### src/rtl/jump_redirect_ctrl_if.sv
`default_nettype none
// ============================================================================
// Module      : jump_redirect_ctrl_if
// Description : Bundles the predictor event inputs, the stall input, and the
//               redirect/flush/statistics outputs of jump_redirect_ctrl.
// Revision    : 1.0 - initial release
// ============================================================================
interface jump_redirect_ctrl_if;
  logic        stall;
  logic        jump_pred;
  logic [15:0] jump_pred_adr;
  logic        jump_pred_miss;
  logic        jump_pred_adr_miss;
  logic [15:0] pcinc_evac;
  logic [15:0] ALUres_mem;

  logic        pc_redirect;
  logic [15:0] pc_target;
  logic        flush_if;
  logic        flush_id;
  logic        flush_ex;
  logic        redirect_busy;
  logic [15:0] cnt_pred;
  logic [15:0] cnt_miss;

  // Controller side
  modport slave (
    input  stall, jump_pred, jump_pred_adr, jump_pred_miss, jump_pred_adr_miss,
           pcinc_evac, ALUres_mem,
    output pc_redirect, pc_target, flush_if, flush_id, flush_ex, redirect_busy,
           cnt_pred, cnt_miss
  );

  // Predictor / pipeline side
  modport master (
    output stall, jump_pred, jump_pred_adr, jump_pred_miss, jump_pred_adr_miss,
           pcinc_evac, ALUres_mem,
    input  pc_redirect, pc_target, flush_if, flush_id, flush_ex, redirect_busy,
           cnt_pred, cnt_miss
  );
endinterface
`default_nettype wire

### src/rtl/jump_redirect_ctrl.sv
`default_nettype none
// ============================================================================
// Module      : jump_redirect_ctrl
// Description : Turns predictor prediction/miss events into a registered PC
//               redirect with latched target, per-stage flush strobes, and
//               saturating prediction/recovery counters.
// Revision    : 1.0 - initial release
// ============================================================================
module jump_redirect_ctrl #(
  parameter int unsigned FLUSH_CYCLES = 1
) (
  input  wire logic              clk,
  input  wire logic              reset,
  jump_redirect_ctrl_if.slave    bus
);

  localparam logic [2:0] FLUSH_INIT = 3'(FLUSH_CYCLES);

  typedef enum logic [1:0] {
    ST_IDLE     = 2'd0,
    ST_REDIRECT = 2'd1,
    ST_FLUSH    = 2'd2
  } state_t;

  state_t      state_q, state_d;
  logic [15:0] target_q, target_d;
  logic        kind_q, kind_d;          // 0 = predict, 1 = miss
  logic [2:0]  flush_cnt_q, flush_cnt_d;
  logic [15:0] cnt_pred_q, cnt_miss_q;

  logic        ev_miss;
  logic        ev_any;
  logic [15:0] ev_target;
  logic        redirect_fire;

  // Event decode with priority adr-miss > miss > prediction
  always_comb begin
    ev_miss   = bus.jump_pred_adr_miss | bus.jump_pred_miss;
    ev_any    = ev_miss | bus.jump_pred;
    ev_target = bus.jump_pred_adr;
    if (bus.jump_pred_adr_miss) begin
      ev_target = bus.ALUres_mem;
    end else if (bus.jump_pred_miss) begin
      ev_target = bus.pcinc_evac;
    end
  end

  // Next-state logic: event latching, stall holding and flush countdown
  always_comb begin
    state_d     = state_q;
    target_d    = target_q;
    kind_d      = kind_q;
    flush_cnt_d = flush_cnt_q;
    case (state_q)
      ST_IDLE: begin
        if (ev_any) begin
          target_d = ev_target;
          kind_d   = ev_miss;
          state_d  = ST_REDIRECT;
        end
      end
      ST_REDIRECT: begin
        if (ev_miss && !kind_q) begin
          // A recovery supersedes a pending prediction
          target_d = ev_target;
          kind_d   = 1'b1;
        end else if (!bus.stall) begin
          if (!kind_q) begin
            if (bus.jump_pred) begin
              // Back-to-back prediction restarts the redirect
              target_d = ev_target;
              kind_d   = 1'b0;
            end else begin
              state_d = ST_IDLE;
            end
          end else if (FLUSH_INIT == 3'd0) begin
            state_d = ST_IDLE;
          end else begin
            state_d     = ST_FLUSH;
            flush_cnt_d = FLUSH_INIT;
          end
        end
      end
      ST_FLUSH: begin
        if (ev_miss) begin
          target_d = ev_target;
          kind_d   = 1'b1;
          state_d  = ST_REDIRECT;
        end else if (!bus.stall) begin
          flush_cnt_d = flush_cnt_q - 3'd1;
          if (flush_cnt_q == 3'd1) begin
            state_d = ST_IDLE;
          end
        end
      end
      default: begin
        state_d = ST_IDLE;
      end
    endcase
  end

  // State and latched redirect registers
  always_ff @(posedge clk or negedge reset) begin
    if (!reset) begin
      state_q     <= ST_IDLE;
      target_q    <= 16'h0000;
      kind_q      <= 1'b0;
      flush_cnt_q <= 3'd0;
    end else begin
      state_q     <= state_d;
      target_q    <= target_d;
      kind_q      <= kind_d;
      flush_cnt_q <= flush_cnt_d;
    end
  end

  assign redirect_fire = (state_q == ST_REDIRECT) && !bus.stall;

  // Saturating statistics, stepped on each issued redirect
  always_ff @(posedge clk or negedge reset) begin
    if (!reset) begin
      cnt_pred_q <= 16'h0000;
      cnt_miss_q <= 16'h0000;
    end else if (redirect_fire) begin
      if (kind_q) begin
        if (cnt_miss_q != 16'hFFFF) cnt_miss_q <= cnt_miss_q + 16'd1;
      end else begin
        if (cnt_pred_q != 16'hFFFF) cnt_pred_q <= cnt_pred_q + 16'd1;
      end
    end
  end

  assign bus.pc_redirect   = redirect_fire;
  assign bus.pc_target     = target_q;
  assign bus.flush_if      = (state_q != ST_IDLE);
  assign bus.flush_id      = (state_q == ST_REDIRECT) && kind_q;
  assign bus.flush_ex      = (state_q == ST_REDIRECT) && kind_q;
  assign bus.redirect_busy = (state_q != ST_IDLE);
  assign bus.cnt_pred      = cnt_pred_q;
  assign bus.cnt_miss      = cnt_miss_q;

endmodule
`default_nettype wire

### src/flat_wrapper.sv
// flat-port wrapper written by rule: the top's interface ports become plain ports
module jump_redirect_ctrl_flat 
#(
  parameter int unsigned FLUSH_CYCLES = 1
)
  (clk, reset, bus_stall, bus_jump_pred, bus_jump_pred_adr, bus_jump_pred_miss, bus_jump_pred_adr_miss, bus_pcinc_evac, bus_ALUres_mem, bus_pc_redirect, bus_pc_target, bus_flush_if, bus_flush_id, bus_flush_ex, bus_redirect_busy, bus_cnt_pred, bus_cnt_miss);
  jump_redirect_ctrl_if bus_i ();
  input  wire logic clk;
  input  wire logic reset;
  input wire logic [$bits(bus_i.stall)-1:0] bus_stall;
  input wire logic [$bits(bus_i.jump_pred)-1:0] bus_jump_pred;
  input wire logic [$bits(bus_i.jump_pred_adr)-1:0] bus_jump_pred_adr;
  input wire logic [$bits(bus_i.jump_pred_miss)-1:0] bus_jump_pred_miss;
  input wire logic [$bits(bus_i.jump_pred_adr_miss)-1:0] bus_jump_pred_adr_miss;
  input wire logic [$bits(bus_i.pcinc_evac)-1:0] bus_pcinc_evac;
  input wire logic [$bits(bus_i.ALUres_mem)-1:0] bus_ALUres_mem;
  output wire logic [$bits(bus_i.pc_redirect)-1:0] bus_pc_redirect;
  output wire logic [$bits(bus_i.pc_target)-1:0] bus_pc_target;
  output wire logic [$bits(bus_i.flush_if)-1:0] bus_flush_if;
  output wire logic [$bits(bus_i.flush_id)-1:0] bus_flush_id;
  output wire logic [$bits(bus_i.flush_ex)-1:0] bus_flush_ex;
  output wire logic [$bits(bus_i.redirect_busy)-1:0] bus_redirect_busy;
  output wire logic [$bits(bus_i.cnt_pred)-1:0] bus_cnt_pred;
  output wire logic [$bits(bus_i.cnt_miss)-1:0] bus_cnt_miss;
  assign bus_i.stall = bus_stall;
  assign bus_i.jump_pred = bus_jump_pred;
  assign bus_i.jump_pred_adr = bus_jump_pred_adr;
  assign bus_i.jump_pred_miss = bus_jump_pred_miss;
  assign bus_i.jump_pred_adr_miss = bus_jump_pred_adr_miss;
  assign bus_i.pcinc_evac = bus_pcinc_evac;
  assign bus_i.ALUres_mem = bus_ALUres_mem;
  assign bus_pc_redirect = bus_i.pc_redirect;
  assign bus_pc_target = bus_i.pc_target;
  assign bus_flush_if = bus_i.flush_if;
  assign bus_flush_id = bus_i.flush_id;
  assign bus_flush_ex = bus_i.flush_ex;
  assign bus_redirect_busy = bus_i.redirect_busy;
  assign bus_cnt_pred = bus_i.cnt_pred;
  assign bus_cnt_miss = bus_i.cnt_miss;
  jump_redirect_ctrl #(.FLUSH_CYCLES(FLUSH_CYCLES)) u_core (.clk(clk), .reset(reset), .bus(bus_i));
endmodule
### config.mk
export PLATFORM = sky130hd
export DESIGN_NAME = jump_redirect_ctrl_flat
export DESIGN_NICKNAME = d
export VERILOG_FILES = /design/src/rtl/jump_redirect_ctrl_if.sv /design/src/rtl/jump_redirect_ctrl.sv /design/src/flat_wrapper.sv
export SDC_FILE = /design/constraint.sdc
export NUM_CORES = 1
export LEC_CHECK = 0
export ABC_AREA = 0
export BUFFER_PORTS_ARGS = -buffer_cell sky130_fd_sc_hd__buf_4
export CAP_MARGIN = 20
export CORE_MARGIN = 2
export CORE_UTILIZATION = 54
export DETAILED_ROUTE_END_ITERATION = 6
export GPL_ROUTABILITY_DRIVEN = 0
export PLACE_DENSITY = 0.85
export SYNTH_ARGS = -nofsm -noshare
export SYNTH_HDL_FRONTEND = slang
export SYNTH_SLANG_ARGS = --single-unit
export TNS_END_PERCENT = 20
### constraint.sdc
create_clock -name clk -period 3.1 [get_ports clk]
set_input_delay 0.31 -clock clk [delete_from_list [all_inputs] [get_ports clk]]
set_output_delay 0.31 -clock clk [all_outputs]
set_load 0.1 [all_outputs]
## Yosys cells after proc, flatten, opt, wreduce, memory -nomap -nowiden

Cells that the tools add are included.

| cells by class | value |
|---|---|
| add/sub/neg operators | 3 |
| eq/ne operators | 18 |
| muxes and demuxes | 30 |
| bitwise operators | 3 |
| reduce and logical (&&, ||, !) cells | 15 |

Operators by type and width:

| kind | number |
|---|---|
| 16-bit 2-to-1 mux | 8 |
| 16-bit case mux with 3 select lines | 1 |
| 16-bit by 1-bit adder with 16-bit output (second input constant) | 2 |
| 16-bit inequality test (second input constant) | 2 |
| 6-bit AND reduction | 3 |
| 2-bit 2-to-1 mux | 8 |
| 3-bit 2-to-1 mux | 5 |
| 3-bit by 2-bit inequality test with 1-bit output (second input constant) | 4 |
| 2-bit inequality test (second input constant) | 4 |
| 2-bit by 1-bit inequality test with 1-bit output (second input constant) | 3 |
| 2-bit case mux with 3 select lines | 1 |
| 3-bit case mux with 2 select lines | 1 |
| 3-bit AND reduction | 2 |
| 1-bit 2-to-1 mux | 5 |
| 4-bit AND reduction | 1 |
| 2-bit nonzero test | 2 |
| 3-bit by 1-bit == test with 1-bit output (second input constant) | 1 |
| 1-bit logical AND | 3 |
| 3-bit by 1-bit inequality test with 1-bit output (second input constant) | 1 |
| 3-bit inequality test (second input constant) | 1 |
| 1-bit case mux with 3 select lines | 1 |
| 3-bit nonzero test | 1 |
| 3-bit by 1-bit subtractor with 3-bit output (second input constant) | 1 |
| 2-bit by 1-bit == test with 1-bit output (second input constant) | 1 |
| 5 further kinds | 7 |

| storage, ports and cells | value |
|---|---|
| bits in registers | 54 |
| output and inout port bits | 53 |
| logic and storage cells | 75 |

## Longest topological paths before layout

| logic depth | value |
|---|---|
| depth after elaboration | 7 |
| gate-level depth with buffers | 7 |

## Worst setup path after synthesis

No wires, ideal clock.

| timing path | value |
|---|---|
| path kind | register to register |
| start | reg u_core.cnt_miss_q[0] (netlist: u_core.bus.cnt_miss[0]) |
| end | reg u_core.cnt_miss_q[12] (netlist: u_core.bus.cnt_miss[12]) |
| arrival | 2.350 ns |
| path slack | 0.591 ns |
| cell stages (with the launch flop) | 7 |
| buffers on the path | 1 |
| clock period less this slack | 2.509 ns |
| cells stage by stage | dfrtp_1 > ha_1 > and3_1 > buf_2 > nand2_1 > or4_1 > xnor2_1 |

| on the way | value |
|---|---|
| word-level cells in the longest chain between the ends | 2 |
| elaborated cells between the ends (all ways) | 3 |

Ends and longest elaborated chain:

| item | RTL line | RTL |
|---|---|---|
| from (decl) | jump_redirect_ctrl.sv:29 | `logic [15:0] cnt_pred_q, cnt_miss_q;` |
| from (signal assigned) | jump_redirect_ctrl.sv:126 | `if (cnt_miss_q != 16'hFFFF) cnt_miss_q <= cnt_miss_q + 16'd1;` |
| parallel branches: the longest is 2 deep, another holds 16-bit by 1-bit adder with 16-bit output | n/a |  |

Parallel ways; which one is timed is not known.
A chain may end at the register's enable or synchronous reset.

## Worst setup path in the final report

| timing path | value |
|---|---|
| start | reg u_core.state_q[1] |
| end | reg u_core.cnt_pred_q[15] (netlist: u_core.bus.cnt_pred[15]) |

| on the way | value |
|---|---|
| word-level cells in the longest chain between the ends | 3 |

Ends and longest elaborated chain:

| item | RTL line | RTL |
|---|---|---|
| from (decl) | jump_redirect_ctrl.sv:25 | `state_t state_q, state_d;` |
| from (signal assigned) | jump_redirect_ctrl.sv:110 | `state_q <= state_d;` |
| 2-bit by 1-bit == test with 1-bit output | jump_redirect_ctrl.sv:117 | `assign redirect_fire = (state_q == ST_REDIRECT) && !bus.stall;` |
| 1-bit logical AND | jump_redirect_ctrl.sv:117 |  |
| 3-bit AND reduction (no source line) | n/a |  |
| to (signal assigned) | jump_redirect_ctrl.sv:128 | `if (cnt_pred_q != 16'hFFFF) cnt_pred_q <= cnt_pred_q + 16'd1;` |
| to (decl) | jump_redirect_ctrl.sv:29 |  |

Every way passes these cells.

==> flow_summary.yaml <==
sta:
  setup_viol: 0
  slew_headroom: 0.476
  timing_worst_slew_pin_value_ps: 783
  achievable-frequency_mhz: 392
  final_min_period_over_clock_period: 0.823
  setup-tns-final_ps: 0
  timing_max_transition_violations_final: 0
  post-route-worst-setup-slack_ps: 548
  finalHoldViolations: 0
  fin_clk_skew_ps: 7.00
  final.min_clock_period_ps: 2550
  grt_setup_unrepaired: "false"
placed_design:
  numPortBuffers: 106
  detailedPlace.worstSlack_ps: 553
  post-dp-hpwl_um: 5240
  postPlaceCellArea_um2: 3890
global_routing:
  grt_remaining_overflow: 0
  grt_util_met2: 0.395
  groute.layer.met3.usage: 0.0407
  pin_count_of_the_biggest_net_entering_global_routing: 55
  grt_first_pass_wirelength_um: 11500
  first_global_vias: 2422
  grt_util_met1: 0.293
  grt_antenna_before_repair: 0
  grt_usage: 0.229
  gr-max-usage-layer: "met2"
clock_tree:
  cts-buffers-inserted: 5
  cts_resized: 0
  later_pin_clock_latency_in_the_skew_report_ps: 300
  clkTransAtPathRegs_ps: 90
  clk_root_buffer_cell: "sky130_fd_sc_hd__clkbuf_8"
  hold_buffers: 0
  cts.repair_timing.setup_buffer_count: 0
  cts.sinks: 54
  cts_tree: "built"
  ctsLongestPathBuffers: 2
  h-tree-depth: 2
logic_synthesis:
  synth-async-reset-ratio: 1.00
  synth_top_area_cell: "sky130_fd_sc_hd__dfrtp_1"
  synthesis.instances: 292
  netlist.area_leader.share: 0.440
  post_synth_instance_area_um2: 3070
  synth-warning-count: 0
  ys_top_cells_by_area: "sky130_fd_sc_hd__dfrtp_1, sky130_fd_sc_hd__mux2_2, sky130_fd_sc_hd__mux2i_1, sky130_fd_sc_hd__xor2_1, sky130_fd_sc_hd__ha_1"
  post-synth-top-count-cell: "sky130_fd_sc_hd__dfrtp_1"
  post_synth.cell_area_avg_um2: 10.5
  synth_top_cells_by_count: "sky130_fd_sc_hd__dfrtp_1, sky130_fd_sc_hd__nand2_1, sky130_fd_sc_hd__o21ai_0"
  syn-num-nets: 354
  synth_enable_flop_cells: 0
  yosys_register_bits: 54
  ys.flop_type: "sky130_fd_sc_hd__dfrtp_1"
  netlist-cell-type-count: 49
  sequential_share_of_the_synthesized_area: 0.440
routing:
  postRouteAntennaNets: 0
  detailroute.via_count: 2581
  routed_via_density: 5.55
  routed_wl_um: 6920
  routed_wire_length_per_instance_um: 14.9
  drt_iter0_drc: 126
  drt_pre_antenna_iters: 4
  remaining_drc_errors: 0
die:
  placement_rows: 27
  initial_core_util: 0.558
  die_width_um: 79.4
  floorplan.die_area_um2: 6310
  die_y_um: 79.4
  core_area_um2: 5510
  pin_count: 107
power_and_ir_drop:
  pwr-share-clk: 0.110
  vdd_drop_max_v: 0.00121
  power_share_of_the_combinational_group: 0.625
  internal_power_w: 0.00176
  cellLeakagePower_nw: 2.00
  sw_frac_of_total: 0.563
  power_density_over_the_cells_nw_per_um2: 1010
  power_switching_w: 0.00227
  share_seq_of_total_power: 0.265
critical_path:
  critPathLaunchType: "register"
  critical_path.startpoint: "u_core.state_q[1]$_DFFE_PN0P_"
  worst-setup-path-type: "reg -> reg"
  reg2reg_slack_ps: 550
  worstPathRequired_ps: 3330
  cp.arrival_ps: 2780
  worst_reg_to_reg_path_cell_count: 6
  r2r-end: "u_core.bus.cnt_pred[15]$_DFFE_PN0P_"
  cp-endpoint: "u_core.bus.cnt_pred[15]$_DFFE_PN0P_"
  maximum_net_fanout_on_the_critical_path: 11
  end_kind: "register"
  r2r-start: "u_core.state_q[1]$_DFFE_PN0P_"
status:
  outcome: "finished, final reports clean"
layout:
  drive_above_1_share: 0.377
  final_core_utilization: 0.726
  final_nets: 454
  layout.cell_area.non_filler_um2: 4000
  syn2layout_area_growth_pct: 30.2
  antennaDiodeCount: 0
hold_path:
  kind_of_path_behind_the_tightest_hold_check: "in -> async"
flow_run:
  max_cap_violations: 0
==> cells by family (layout without fill, tap and decap cells) <==
logic type	Yosys count	in the layout	share of synthesized area
xor+xnor	26	26	0.0741
flops	54	54	0.440
simple gates	96	96	0.180
compound gates	47	47	0.107
mux	37	37	0.128
fa+ha+maj	8	8	0.0326
buf+inv	24	125	0.0379
==> routing by layer <==
layer	vias to the layer above	routed length (µm)
li1	1256	-
met1	1230	2920
met2	91	3430
met3	4	520
met4	0	47
met5	-	0
==> worst max-delay path: stages, from the launching register on <==
cell                      delay, ps
sky130_fd_sc_hd__dfrtp_1        410
sky130_fd_sc_hd__inv_1          110
sky130_fd_sc_hd__ha_1           430
sky130_fd_sc_hd__or3b_1         570
sky130_fd_sc_hd__or4b_4         590
sky130_fd_sc_hd__nor3_1         210
sky130_fd_sc_hd__xor2_1         170
==> power by group through the flow <==
stage	clock, W	combinational (W)	sequential [W]
after detailed placement	0	0.00253	0.00108
final	0.000444	0.00251	0.00107
after CTS	0.000459	0.00253	0.00107
after global routing	0.000483	0.00262	0.00110
after floorplan	0	0.000873	0.00222
after global placement	0	0.00249	0.00106
==> registers in the layout, indices dropped and copies added (netlist names) <==
register / count
u_core.state_q: 2
u_core.flush_cnt_q: 3
u_core.bus.pc_target: 16
u_core.kind_q: 1
u_core.bus.cnt_miss: 16
u_core.bus.cnt_pred: 16
==> how the worst min path moves through the flow <==
stage	startpoint	endpoint	cells past startpoint
2_1_floorplan	reset	u_core.bus.cnt_miss[0]$_DFFE_PN0P_	0
3_3_place_gp	reset	u_core.bus.pc_target[4]$_DFFE_PN0P_	1
3_5_place_dp	reset	u_core.bus.pc_target[0]$_DFFE_PN0P_	1
4_1_cts	reset	u_core.bus.cnt_miss[5]$_DFFE_PN0P_	1
5_1_grt	reset	u_core.bus.cnt_miss[5]$_DFFE_PN0P_	1
6_report	reset	u_core.state_q[0]$_DFFE_PN0P_	1
==> per-stage QoR <==
stage / cells / total power, W / hold WS (ps)
global placement: 457 / 0.00355 / 389
finish: 465 / 0.00403 / 36.8
global route: 465 / 0.00420 / 91.5
floorplan: 292 / 0.00309 / 14.4
CTS: 465 / 0.00405 / 61.0
detailed placement: 457 / 0.00360 / 395
==> cell usage in the layout, fill, tap and decap left out, types with 9 or more instances in the layout <==
cell type / n
sky130_fd_sc_hd__mux2i_1: 18
sky130_fd_sc_hd__buf_4: 108
sky130_fd_sc_hd__nand4_1: 13
sky130_fd_sc_hd__nand3_1: 10
sky130_fd_sc_hd__xnor2_1: 9
sky130_fd_sc_hd__mux2_2: 19
sky130_fd_sc_hd__nand2_1: 23
sky130_fd_sc_hd__dfrtp_1: 54
sky130_fd_sc_hd__o21ai_0: 20
sky130_fd_sc_hd__nor3_1: 9
sky130_fd_sc_hd__xor2_1: 17
sky130_fd_sc_hd__inv_1: 9
==> final cells by class <==
cell class | instances | area (µm²)
clock buffer | 8 | 110
fill | 414 | 1510
inverter | 9 | 33.8
multi-input combinational | 214 | 1600
sequential | 54 | 1350
tap | 72 | 90.1
timing repair buffer | 108 | 811
Power figures use the tool's default switching activity.
